==> src/rtl/snn_timestep_scheduler.sv <==
// Time-step sequencer for the spiking network: shifts delay lines, then walks
// hidden and output neurons issuing synapse addresses and membrane updates.
module snn_timestep_scheduler #(
  parameter int N_INPUT  = 8,
  parameter int N_HIDDEN = 8,
  parameter int N_OUTPUT = 2,
  parameter int ADDR_W   = 8,
  parameter int IDX_W    = 4
) (
  input  logic              system_clock,
  input  logic              reset,
  input  logic              enable,
  input  logic              step_req,
  input  logic              cfg_busy,
  input  logic              overrun_clr,
  output logic              busy,
  output logic              delay_shift,
  output logic              layer_sel,
  output logic [IDX_W-1:0]  post_idx,
  output logic [IDX_W-1:0]  pre_idx,
  output logic [ADDR_W-1:0] syn_addr,
  output logic              syn_valid,
  output logic              acc_clear,
  output logic              neuron_update,
  output logic              step_done,
  output logic [15:0]       step_count,
  output logic              overrun
);

  typedef enum logic [2:0] {IDLE, SHIFT, ACC, UPDATE, DONE} state_t;

  localparam logic [IDX_W-1:0]  LAST_PRE_H  = IDX_W'(N_INPUT - 1);
  localparam logic [IDX_W-1:0]  LAST_PRE_O  = IDX_W'(N_HIDDEN - 1);
  localparam logic [IDX_W-1:0]  LAST_POST_H = IDX_W'(N_HIDDEN - 1);
  localparam logic [IDX_W-1:0]  LAST_POST_O = IDX_W'(N_OUTPUT - 1);
  localparam logic [ADDR_W-1:0] OUT_BASE    = ADDR_W'(N_INPUT * N_HIDDEN);
  localparam logic [ADDR_W-1:0] STRIDE_H    = ADDR_W'(N_INPUT);
  localparam logic [ADDR_W-1:0] STRIDE_O    = ADDR_W'(N_HIDDEN);

  state_t             state, state_nxt;
  logic               layer_nxt;
  logic [IDX_W-1:0]   post_nxt, pre_nxt;
  logic [ADDR_W-1:0]  addr_nxt;
  logic               overrun_set;

  always_comb begin
    state_nxt   = state;
    layer_nxt   = layer_sel;
    post_nxt    = post_idx;
    pre_nxt     = pre_idx;
    overrun_set = step_req && ((state != IDLE) || (enable && cfg_busy));
    unique case (state)
      IDLE: begin
        layer_nxt = 1'b0;
        post_nxt  = '0;
        pre_nxt   = '0;
        if (step_req && enable && !cfg_busy) state_nxt = SHIFT;
      end
      SHIFT: begin
        layer_nxt = 1'b0;
        post_nxt  = '0;
        pre_nxt   = '0;
        state_nxt = ACC;
      end
      ACC: begin
        if (pre_idx == (layer_sel ? LAST_PRE_O : LAST_PRE_H)) state_nxt = UPDATE;
        else pre_nxt = pre_idx + 1'b1;
      end
      UPDATE: begin
        pre_nxt = '0;
        if (post_idx != (layer_sel ? LAST_POST_O : LAST_POST_H)) begin
          post_nxt  = post_idx + 1'b1;
          state_nxt = ACC;
        end else if (!layer_sel) begin
          layer_nxt = 1'b1;
          post_nxt  = '0;
          state_nxt = ACC;
        end else begin
          layer_nxt = 1'b0;
          post_nxt  = '0;
          state_nxt = DONE;
        end
      end
      DONE: begin
        layer_nxt = 1'b0;
        post_nxt  = '0;
        pre_nxt   = '0;
        state_nxt = IDLE;
      end
      default: state_nxt = IDLE;
    endcase
  end

  // Address is computed from the next indices so syn_addr lands with syn_valid.
  always_comb begin
    addr_nxt = (layer_nxt ? OUT_BASE : '0)
             + ADDR_W'(post_nxt) * (layer_nxt ? STRIDE_O : STRIDE_H)
             + ADDR_W'(pre_nxt);
  end

  always_ff @(posedge system_clock) begin
    if (reset) begin
      state         <= IDLE;
      layer_sel     <= 1'b0;
      post_idx      <= '0;
      pre_idx       <= '0;
      syn_addr      <= '0;
      busy          <= 1'b0;
      delay_shift   <= 1'b0;
      syn_valid     <= 1'b0;
      acc_clear     <= 1'b0;
      neuron_update <= 1'b0;
      step_done     <= 1'b0;
      step_count    <= '0;
      overrun       <= 1'b0;
    end else begin
      state         <= state_nxt;
      layer_sel     <= layer_nxt;
      post_idx      <= post_nxt;
      pre_idx       <= pre_nxt;
      syn_addr      <= (state_nxt == ACC) ? addr_nxt : '0;
      busy          <= (state_nxt != IDLE);
      delay_shift   <= (state_nxt == SHIFT);
      syn_valid     <= (state_nxt == ACC);
      acc_clear     <= (state_nxt == ACC) && (pre_nxt == '0);
      neuron_update <= (state_nxt == UPDATE);
      step_done     <= (state_nxt == DONE);
      if (state == DONE) step_count <= step_count + 16'd1;
      if (overrun_set) overrun <= 1'b1;
      else if (overrun_clr) overrun <= 1'b0;
    end
  end

endmodule

==> config.mk <==
export PLATFORM = sky130hd
export DESIGN_NAME = snn_timestep_scheduler
export DESIGN_NICKNAME = d
export VERILOG_FILES = /design/src/rtl/snn_timestep_scheduler.sv
export SDC_FILE = /design/constraint.sdc
export NUM_CORES = 1
export LEC_CHECK = 0
export CAP_MARGIN = 20
export CORE_UTILIZATION = 30
export DETAILED_ROUTE_END_ITERATION = 12
export GPL_ROUTABILITY_DRIVEN = 0
export PLACE_DENSITY = 0.54
export REMOVE_ABC_BUFFERS = 1
export SYNTH_ARGS = -nofsm -noshare
export SYNTH_HDL_FRONTEND = slang
export SYNTH_SLANG_ARGS = --single-unit
export TNS_END_PERCENT = 5
==> constraint.sdc <==
create_clock -name system_clock -period 2.8 [get_ports system_clock]
set_input_delay 0.7 -clock system_clock [delete_from_list [all_inputs] [get_ports system_clock]]
set_output_delay 0.7 -clock system_clock [all_outputs]
set_load 0.005 [all_outputs]
==> results of run 1 <==
==> power breakdown <==
part	leakage [nW]	switching (mW)	internal (mW)
Combinational	0.590	0.0230	0.0210
Sequential	0.348	0.00321	0.615
Clock	0.0513	0.201	0.261
Total	0.989	0.227	0.897
==> layout by cell type (no fill, tap or decap), types with 6 or more instances in the layout <==
cell / Yosys / routed
clkdlybuf4s50_1: 0 / 45
dfxtp_1: 43 / 41
nor2_1: 30 / 30
nand2_1: 18 / 18
xor2_1: 13 / 13
nand3_1: 11 / 11
ha_1: 8 / 8
buf_4: 0 / 7
o21ai_0: 6 / 6
a21oi_1: 6 / 6
==> routing by layer <==
metal  share of wire  vias up  GRT usage
li1                -      839          -
met3           0.048        5    0.03516
met4          0.0058        0    0.03621
met1            0.48      754     0.1668
met5               0        -          0
met2            0.46       32     0.2463
==> area by class of cell <==
cell class,instances,area [um^2],share of cell area
clock buffers,6,72.57,0.02791
multi-input cells,157,1022,0.3932
flip-flops and latches,43,863.3,0.3321
clock inverters,1,30.03,0.01155
inverters,4,15.01,0.005775
well taps,75,93.84,0.03609
repair buffers,52,503.0,0.1935
==> cell families after synthesis <==
group | after synthesis | synth area share
xor+xnor | 14 | 0.06298
fa+ha+maj | 8 | 0.05142
simple gates | 101 | 0.2783
mux | 2 | 0.01093
flops | 43 | 0.4422
compound gates | 32 | 0.1202
buf+inv | 14 | 0.03406
==> flip-flops by register name (all words and copies together), names as in the netlist, 3 cells and up <==
register,count
pre_idx,4
state,3
post_idx,4
step_count,16
syn_addr,8
==> path summary, 6_finish.rpt <==
path	slack, ps	from	depth (start not counted)	end
worst max-delay path	180	post_idx[1]$_SDFF_PP0_	9	syn_addr[6]$_SDFF_PP0_
worst max register to register	180	post_idx[1]$_SDFF_PP0_	9	syn_addr[6]$_SDFF_PP0_
worst min register to register	480	overrun$_SDFFE_PP0P_	2	overrun$_SDFFE_PP0P_
worst min-delay path	480	overrun$_SDFFE_PP0P_	2	overrun$_SDFFE_PP0P_
==> worst register-to-register path: stages (launching register included) <==
cell and delay (ps):
dfxtp_2 360, or3b_4 410, a21oi_2 220, ha_1 260
inv_1 50, o21ai_0 80, a22o_1 200, ha_1 320
or4_1 520, a21oi_1 150
==> cell usage after synthesis, drive strengths merged (3+ instances only) <==
cell type,n
and2,4
a21oi,7
o21ai,9
nor2,30
a22o,3
buf,4
nand3,12
nand4,4
clkbuf,6
nand2b,3
nand2,18
and3,5
inv,4
xor2,13
nor2b,5
dfxtp,43
ha,8
==> per-stage QoR <==
| stage | std cells | instance area (um^2) | power [mW] |
|---|---|---|---|
| after detailed placement | 330 | 2485 | 0.6774 |
| after global placement | 330 | 2485 | 0.6773 |
| after global routing | 338 | 2600 | 1.179 |
| after floorplan | 204 | 1896 | 0.6480 |
| after CTS | 337 | 2587 | 1.146 |
| final | 338 | 2600 | 1.124 |
==> what timing repair did <==
action / CTS / global route
buffers inserted: 0 / 1
endpoints found under the setup margin: 0 / 1
gates resized for setup: 0 / 3
==> flow_summary.toml, run 1 <==
[run_status]
status = "complete, no violations"

[global_routing]
grt_overflow = 0
grt_max_degree = 31
grt_util_all_layers = 0.1392
grt_first_pass_wirelength_mm = 7.217
first_global_vias = 1556
antenna_found_initial = 0

[logic_synthesis]
synth_edf_count = 0
synth_seq_cells = 43
synth_area_leaders = "dfxtp_1 (44%), xor2_1 (5.8%), nor2_1 (5.8%), ha_1 (5.1%), nand2_1 (3.5%)"
seq_area_frac_synth = 0.4422
synth_warnings = 0
synth_cells = 214
yosysTopAreaCellShare = 0.4422
async_reset_ff_frac = 0
avgSynthCellArea_um2 = 9.098
synth_ff_type = "dfxtp_1"
synth_largest_area_cell = "dfxtp_1"
synth_cell_types = 55
synth_area_um2 = 1947

[critical_path]
worst-path-max-fanout = 7
worstPathCellList = "or3b_4 -> a21oi_2 -> ha_1 -> inv_1 -> o21ai_0 -> a22o_1 -> ha_1 -> or4_1 -> a21oi_1"
end_kind = "register"
crit_required_ps = 3020
cpPeakStageDelay_ps = 520
path_class = "reg2reg"
critPathTopFamily = "simple AND/OR/NAND/NOR gates"
cp_slowest_cell = "or4_1"
cp_common_cell = "ha_1"
arrival_ps = 2840
cp-start-kind = "register"
worst-path-buf-inv = 1

[min_path]
hold_class = "reg2reg"

[place]
pre_cts_ws_ps = 173.9
io_buffer_count = 45
dpl.hpwl_mm = 3.015

[cts]
numCtsBuffers = 5
clk_latency_ps = 290
root_buffer = "clkbuf_8"
ctsHtreeMaxLevel = 2
cts_tree = "done"
clock_sinks = 43
path_clk_slew_ps = 80
ctsLongestPathBuffers = 2
postCtsHoldBufs = 0

[floorplan]
start_util = 0.3194
io_pins = 46
core_area_um2 = 6096
design.die.area_um2 = 6815
rows = 28
die_y_um = 82.56
fp.dieW_um = 82.56

[timing]
max_freq_ghz = 0.3817
finalSetupViolations = 0
drv_slew = 0
fin_worst_skew_ps = 4.520
slew_headroom = 0.6229
holdWs_ps = 476.5
period_share = 0.9356
worst_slew_pin_slew_ps = 565.0
setup_ws_ps = 180.3
tns_ps = 0
finalHoldViolations = 0
min_period_ps = 2620

[routing]
postRouteAntennaNets = 0
drc_errors = 0
vias = 1630
drtIter0Drc = 20
wl_per_cell_um = 12.67
drtPass1Iterations = 4
viasPerCell = 4.822
routed_wl_mm = 4.284

[final_layout]
fin_util = 0.4265
layout-drive-gt1-share = 0.09506
nets = 277
area_growth_pct = 33.55
num_antenna_cells = 0
fill_cells = 611

[power]
p_leak_nw = 0.9893
ir_drop_mv = 0.2821
power.density_nw_per_um2 = 432.4

[job]
cap_violations = 0
Power figures use the tool's default switching activity.
==> inputs of run 2 (changes only) <==
--- a/config.mk
+++ b/config.mk
@@ -6,6 +6,7 @@
 export NUM_CORES = 1
 export LEC_CHECK = 0
 export CAP_MARGIN = 20
+export CORE_MARGIN = 5
 export CORE_UTILIZATION = 30
 export DETAILED_ROUTE_END_ITERATION = 12
 export GPL_ROUTABILITY_DRIVEN = 0
==> run 2 against run 1 <==
Worst hold slack improved by 2.2 ps; register-to-register slack is essentially flat; non-clock buffer count decreased by 1; worst setup slack worse by 6.7 ps; count of clock-buffer cells in the layout unchanged; combinational power up 1%; cell count rose by 0.59%; sequential share of layout area is 0.16 points lower; routed wire length grew 4.5%; via count grew 0.86%; largest power group unchanged; clock skew is 6.0 ps higher.
==> flow_summary.toml, run 2 (synthesized netlist as in run 1, its figures left out) <==
[power]
p_sw_frac = 0.2057
internal_power_mw = 0.9243
p_leak_nw = 0.9895
p_switching_mw = 0.2394
power_frac_clock = 0.431
pwr-share-comb = 0.038
ir_drop_mv = 0.2115
seqPwrFrac = 0.531
power.density_nw_per_um2 = 446.7

[cts]
clock_sinks = 43
numCtsBuffers = 5
ctsHtreeMaxLevel = 2
postCtsHoldBufs = 0
path_clk_slew_ps = 80
ctsLongestPathBuffers = 2
root_buffer = "clkbuf_8"
clk_latency_ps = 300
cts_tree = "done"

[place]
dp_cells = 331
io_buffer_count = 45
dpl.hpwl_mm = 3.301

[critical_path]
arrival_ps = 2850
worst-path-max-fanout = 7
end_kind = "register"
cp-start-kind = "register"
path_class = "reg2reg"
crit_required_ps = 3020
rrSetupSlack_ps = 170

[floorplan]
core_area_um2 = 6314
fp.dieW_um = 90.56
start_util = 0.3084
rows = 29
design.die.area_um2 = 8200
io_pins = 46
die_y_um = 90.56

[routing]
wl_per_cell_um = 13.17
vias = 1644
drtPass1Iterations = 4
drc_errors = 0
viasPerCell = 4.835
postRouteAntennaNets = 0
routed_wl_mm = 4.477
drtIter0Drc = 39

[timing]
period_share = 0.9380
worst_slew_pin_slew_ps = 361.7
finalSetupViolations = 0
slew_headroom = 0.7526
tns_ps = 0
fin_worst_skew_ps = 10.50
max_freq_ghz = 0.3807
rsz0062_at_grt = "false"
finalHoldViolations = 0
min_period_ps = 2626
drv_slew = 0

[global_routing]
grt_overflow = 0
first_global_vias = 1637
grt_max_degree = 31
antenna_found_initial = 0
grt_first_pass_wirelength_mm = 7.748
grt_util_all_layers = 0.1125

[final_layout]
largest_register_ffs = 16
final_common_cell = "clkdlybuf4s50_1"
final_cell_mix = "clkdlybuf4s50_1 (45), dfxtp_1 (43), nor2_1 (30)"
regMostFlops = "step_count"
stdcell_count = 340
area_growth_pct = 33.80
layout-drive-gt1-share = 0.08745
nets = 276
reg_top3 = "step_count x16, syn_addr x8"
num_antenna_cells = 0

[run_status]
status = "complete, no violations"

[min_path]
hold_class = "reg2reg"

[job]
cap_violations = 0
run 2: changes by cell type in the layout (fill, tap and decap cells not counted):
cell	change
clkbuf_8	+1
or3b_1	+1
clkbuf_1	-1
buf_4	-1
dfxtp_1	+2
dfxtp_2	-2
or3b_4	-1
clkinv_2	+1
run 2: timing repair:
action,CTS,global route
endpoints found under the setup margin,0,1
gates resized for setup,0,0
buffers inserted,0,1
run 2: final timing paths:
check,to,cells past startpoint,start
max,syn_addr[6]$_SDFF_PP0_,9,post_idx[1]$_SDFF_PP0_
min,overrun$_SDFFE_PP0P_,2,overrun$_SDFFE_PP0P_
max reg2reg,syn_addr[6]$_SDFF_PP0_,9,post_idx[1]$_SDFF_PP0_
min reg2reg,overrun$_SDFFE_PP0P_,2,overrun$_SDFFE_PP0P_
run 2: per-stage QoR:
stage / util / hold slack [ps] / worst slack (ps) / instance area (um^2) / power, mW
detailed placement: 0.3928 / 474.5 / 147.4 / 2480 / 0.6780
global placement: 0.3928 / 469.7 / 202.3 / 2480 / 0.6774
floorplan: - / 459.7 / 261.8 / 1896 / 0.6480
finish: 0.4126 / 478.8 / 173.6 / 2605 / 1.164
CTS: 0.4114 / 487.6 / 126.6 / 2597 / 1.189
global route: 0.4126 / 514.9 / 12.47 / 2605 / 1.220
run 2: metal layers:
| metal | track usage | part of all wire | vias up |
|---|---|---|---|
| met3 | 0.04750 | 0.083 | 7 |
| met2 | 0.1768 | 0.44 | 37 |
| met1 | 0.1410 | 0.46 | 763 |
| met5 | 0 | 0 | - |
| met4 | 0.02978 | 0.011 | 0 |
| li1 | - | - | 837 |
run 2: cell type report:
cell class,count,area (um^2)
fillers,633,3709
clock buffers,6,82.58
well taps,77,96.34
repair buffers,51,495.5
clock inverters,2,35.03
multi-input cells,157,1020
inverters,4,15.01
flip-flops and latches,43,860.8
run 2: power groups by stage:
| stage | Clock, mW | Sequential, mW | Combinational, mW |
|---|---|---|---|
| floorplan | 0 | 0.634 | 0.0142 |
| global placement | 0 | 0.632 | 0.0454 |
| detailed placement | 0 | 0.632 | 0.0460 |
| CTS | 0.525 | 0.618 | 0.0462 |
| global route | 0.552 | 0.618 | 0.0501 |
| finish | 0.502 | 0.617 | 0.0446 |
run 2: worst max-delay path: stages, from the launching register on:
cell and delay [ps]:
dfxtp_1 370, or3b_1 420, a21oi_2 190, ha_1 250, inv_1 50, o21ai_0 80
a22o_1 200, ha_1 320, or4_1 520, a21oi_1 140
==> edit (settings of run 2) <==
Remove the register `syn_addr`: a continuous assignment takes its place, so the output `syn_addr` follows one clock earlier.
--- a/src/rtl/snn_timestep_scheduler.sv
+++ b/src/rtl/snn_timestep_scheduler.sv
@@ -104,7 +104,6 @@
       layer_sel     <= 1'b0;
       post_idx      <= '0;
       pre_idx       <= '0;
-      syn_addr      <= '0;
       busy          <= 1'b0;
       delay_shift   <= 1'b0;
       syn_valid     <= 1'b0;
@@ -118,7 +117,6 @@
       layer_sel     <= layer_nxt;
       post_idx      <= post_nxt;
       pre_idx       <= pre_nxt;
-      syn_addr      <= (state_nxt == ACC) ? addr_nxt : '0;
       busy          <= (state_nxt != IDLE);
       delay_shift   <= (state_nxt == SHIFT);
       syn_valid     <= (state_nxt == ACC);
@@ -131,5 +129,7 @@
     end
   end
 
+  assign syn_addr = (state_nxt == ACC) ? addr_nxt : '0;
+
 endmodule
 
Formal check against the unedited RTL: not equivalent (Yosys sat finds a counterexample within 4 cycles, from zero or initial values and one cycle with reset high).
==> edit against run 2 <==
- the flow now finishes with violations (setup timing)
- total power down 12%
- wire length rose by 3.5%
- sequential cell count shrank 8
- synthesized area fell by 8.6%
- sequential power fell by 18%
- design area increased by 4.3%
- count of clock-buffer cells in the layout fell by 1
- worst setup slack got worse by 0.86 ns
==> edit: results (changes against run 2) <==
[outcome]
run_status = complete, but fails checks  ; was finished, final reports clean
violations = setup timing

[setup_path]
worstPathMaxFanout = 6  ; was 7
crit_slowest_cell = or4_4  ; was or4_1
cp.arrival_ns = 2.79  ; was 2.85 ns

[sta]
fin_setup_tns_ns = -2.17  ; was 0 ns
setup_viol_count_final = 5  ; was 0
fin_ws_ns = -0.691  ; was 0.174 ns
fin_skew_ns = 0.00999  ; was 0.0105 ns
worst_pin_slew_ns = 0.418  ; was 0.362 ns

[global_routing]
grt_max_degree = 16  ; was 31
use_met2_pct = 21.3  ; was 17.7%
use_met1_pct = 16.9  ; was 14.1%
grt_pass1_wl_um = 8000  ; was 7750 µm
grt_usage_pct = 13.2  ; was 11.2%
first_global_vias = 1760  ; was 1637
met3_usage_pct = 3.88  ; was 4.75%

[logic_synthesis]
synthCells = 219  ; was 214
yosysUniqueCellTypes = 44  ; was 55
synth_common_cells = dfxtp_1, nor2_1, nand2_1, inv_1  ; was dfxtp_1, nor2_1, nand2_1, xor2_1, nand3_1
ys_seq_area_share_pct = 39.4  ; was 44.2%
synth_area_leaders = dfxtp_1, nor2_1, ha_1  ; was dfxtp_1, xor2_1, nor2_1

[final_layout]
clock_area_share_pct = 4.15  ; was 4.51%
nClkBuffers = 5  ; was 6
fin_nets = 315  ; was 276
num-nonclk-inverters = 10  ; was 4
seq_cell_count = 35  ; was 43
bufAreaShareNonClock_pct = 26.9  ; was 19.0%
multi_input_area_mm2 = 0.00104  ; was 0.00102 mm²
fillers = 604  ; was 633
multi_input_gates = 165  ; was 157
buffers = 84  ; was 51
top_regs = step_count x16, post_idx x4, pre_idx x4  ; was step_count x16, syn_addr x8
drive_gt1_share_pct = 19.9  ; was 8.75%

[drt]
wire_per_inst_um = 12.3  ; was 13.2 µm
first_iter_violations = 45  ; was 39
viasPerCell = 4.73  ; was 4.84

[power_and_ir_drop]
swShare_pct = 22.0  ; was 20.6%
ir_drop_uv = 266  ; was 211 µV
p_leak_nw = 1.12  ; was 0.990 nW

[placement]
dp_cells = 368  ; was 331
place_area_mm2 = 0.00257  ; was 0.00248 mm²

[floorplanning]
rows = 28  ; was 29

[edit: cell types whose count changed after synthesis, sizes merged, moves of 3 or more]
cell / run 2 / this run
xnor2: 1 / 5
dfxtp: 43 / 35
nand3: 12 / 9
nor3: 2 / 6
a21oi: 7 / 10
and2: 4 / 1
xor2: 13 / 9
nand2: 18 / 25
nand3b: 1 / 4
inv: 4 / 10
[edit: path summary, 6_finish.rpt]
path	start	to	slack, ns	cells past startpoint
min	step_count[1]	step_count[1]	0.50	2
min reg2reg	step_count[1]	step_count[1]	0.50	2
max reg2reg	layer_sel	acc_clear	0.88	12
max	layer_sel	syn_addr[6]	-0.69	11
[edit: cells by family after synthesis]
group,Yosys count,share of synthesized area [%]
compound gates,34,12.5
fa+ha+maj,8,5.63
flops,35,39.4
buf+inv,19,4.43
simple gates,109,31.2
xor+xnor,14,6.89
[edit: through the flow]
| step | setup slack [ns] | util [%] |
|---|---|---|
| global route | -0.827 | 46.4 |
| floorplan | -0.507 | - |
| finish | -0.691 | 46.4 |
| global placement | -0.866 | 43.9 |
| detailed placement | -0.888 | 43.9 |
| CTS | -0.710 | 46.2 |
[edit: what timing repair did]
item | CTS | global route
pin swaps | 9 | 1
buffers inserted | 1 | 0
cloned | 0 | 0
hold buffers | 0 | 0
endpoints found under the setup margin | 6 | 7
hold endpoints to repair | 0 | 0
gates resized for setup | 19 | 5
[edit: layer usage]
layer	wire (µm)	vias up
met5	0	-
met4	63	0
met3	312	7
met2	2130	44
met1	2130	807
li1	-	924
[edit: power groups by stage]
stage	combinational, W	clock [W]	sequential, W
2_1_floorplan	0.0000167	0	0.000518
6_report	0.0000572	0.000458	0.000505
3_5_place_dp	0.0000572	0	0.000516
4_1_cts	0.0000578	0.000477	0.000505
5_1_grt	0.0000634	0.000505	0.000505
3_3_place_gp	0.0000574	0	0.000517
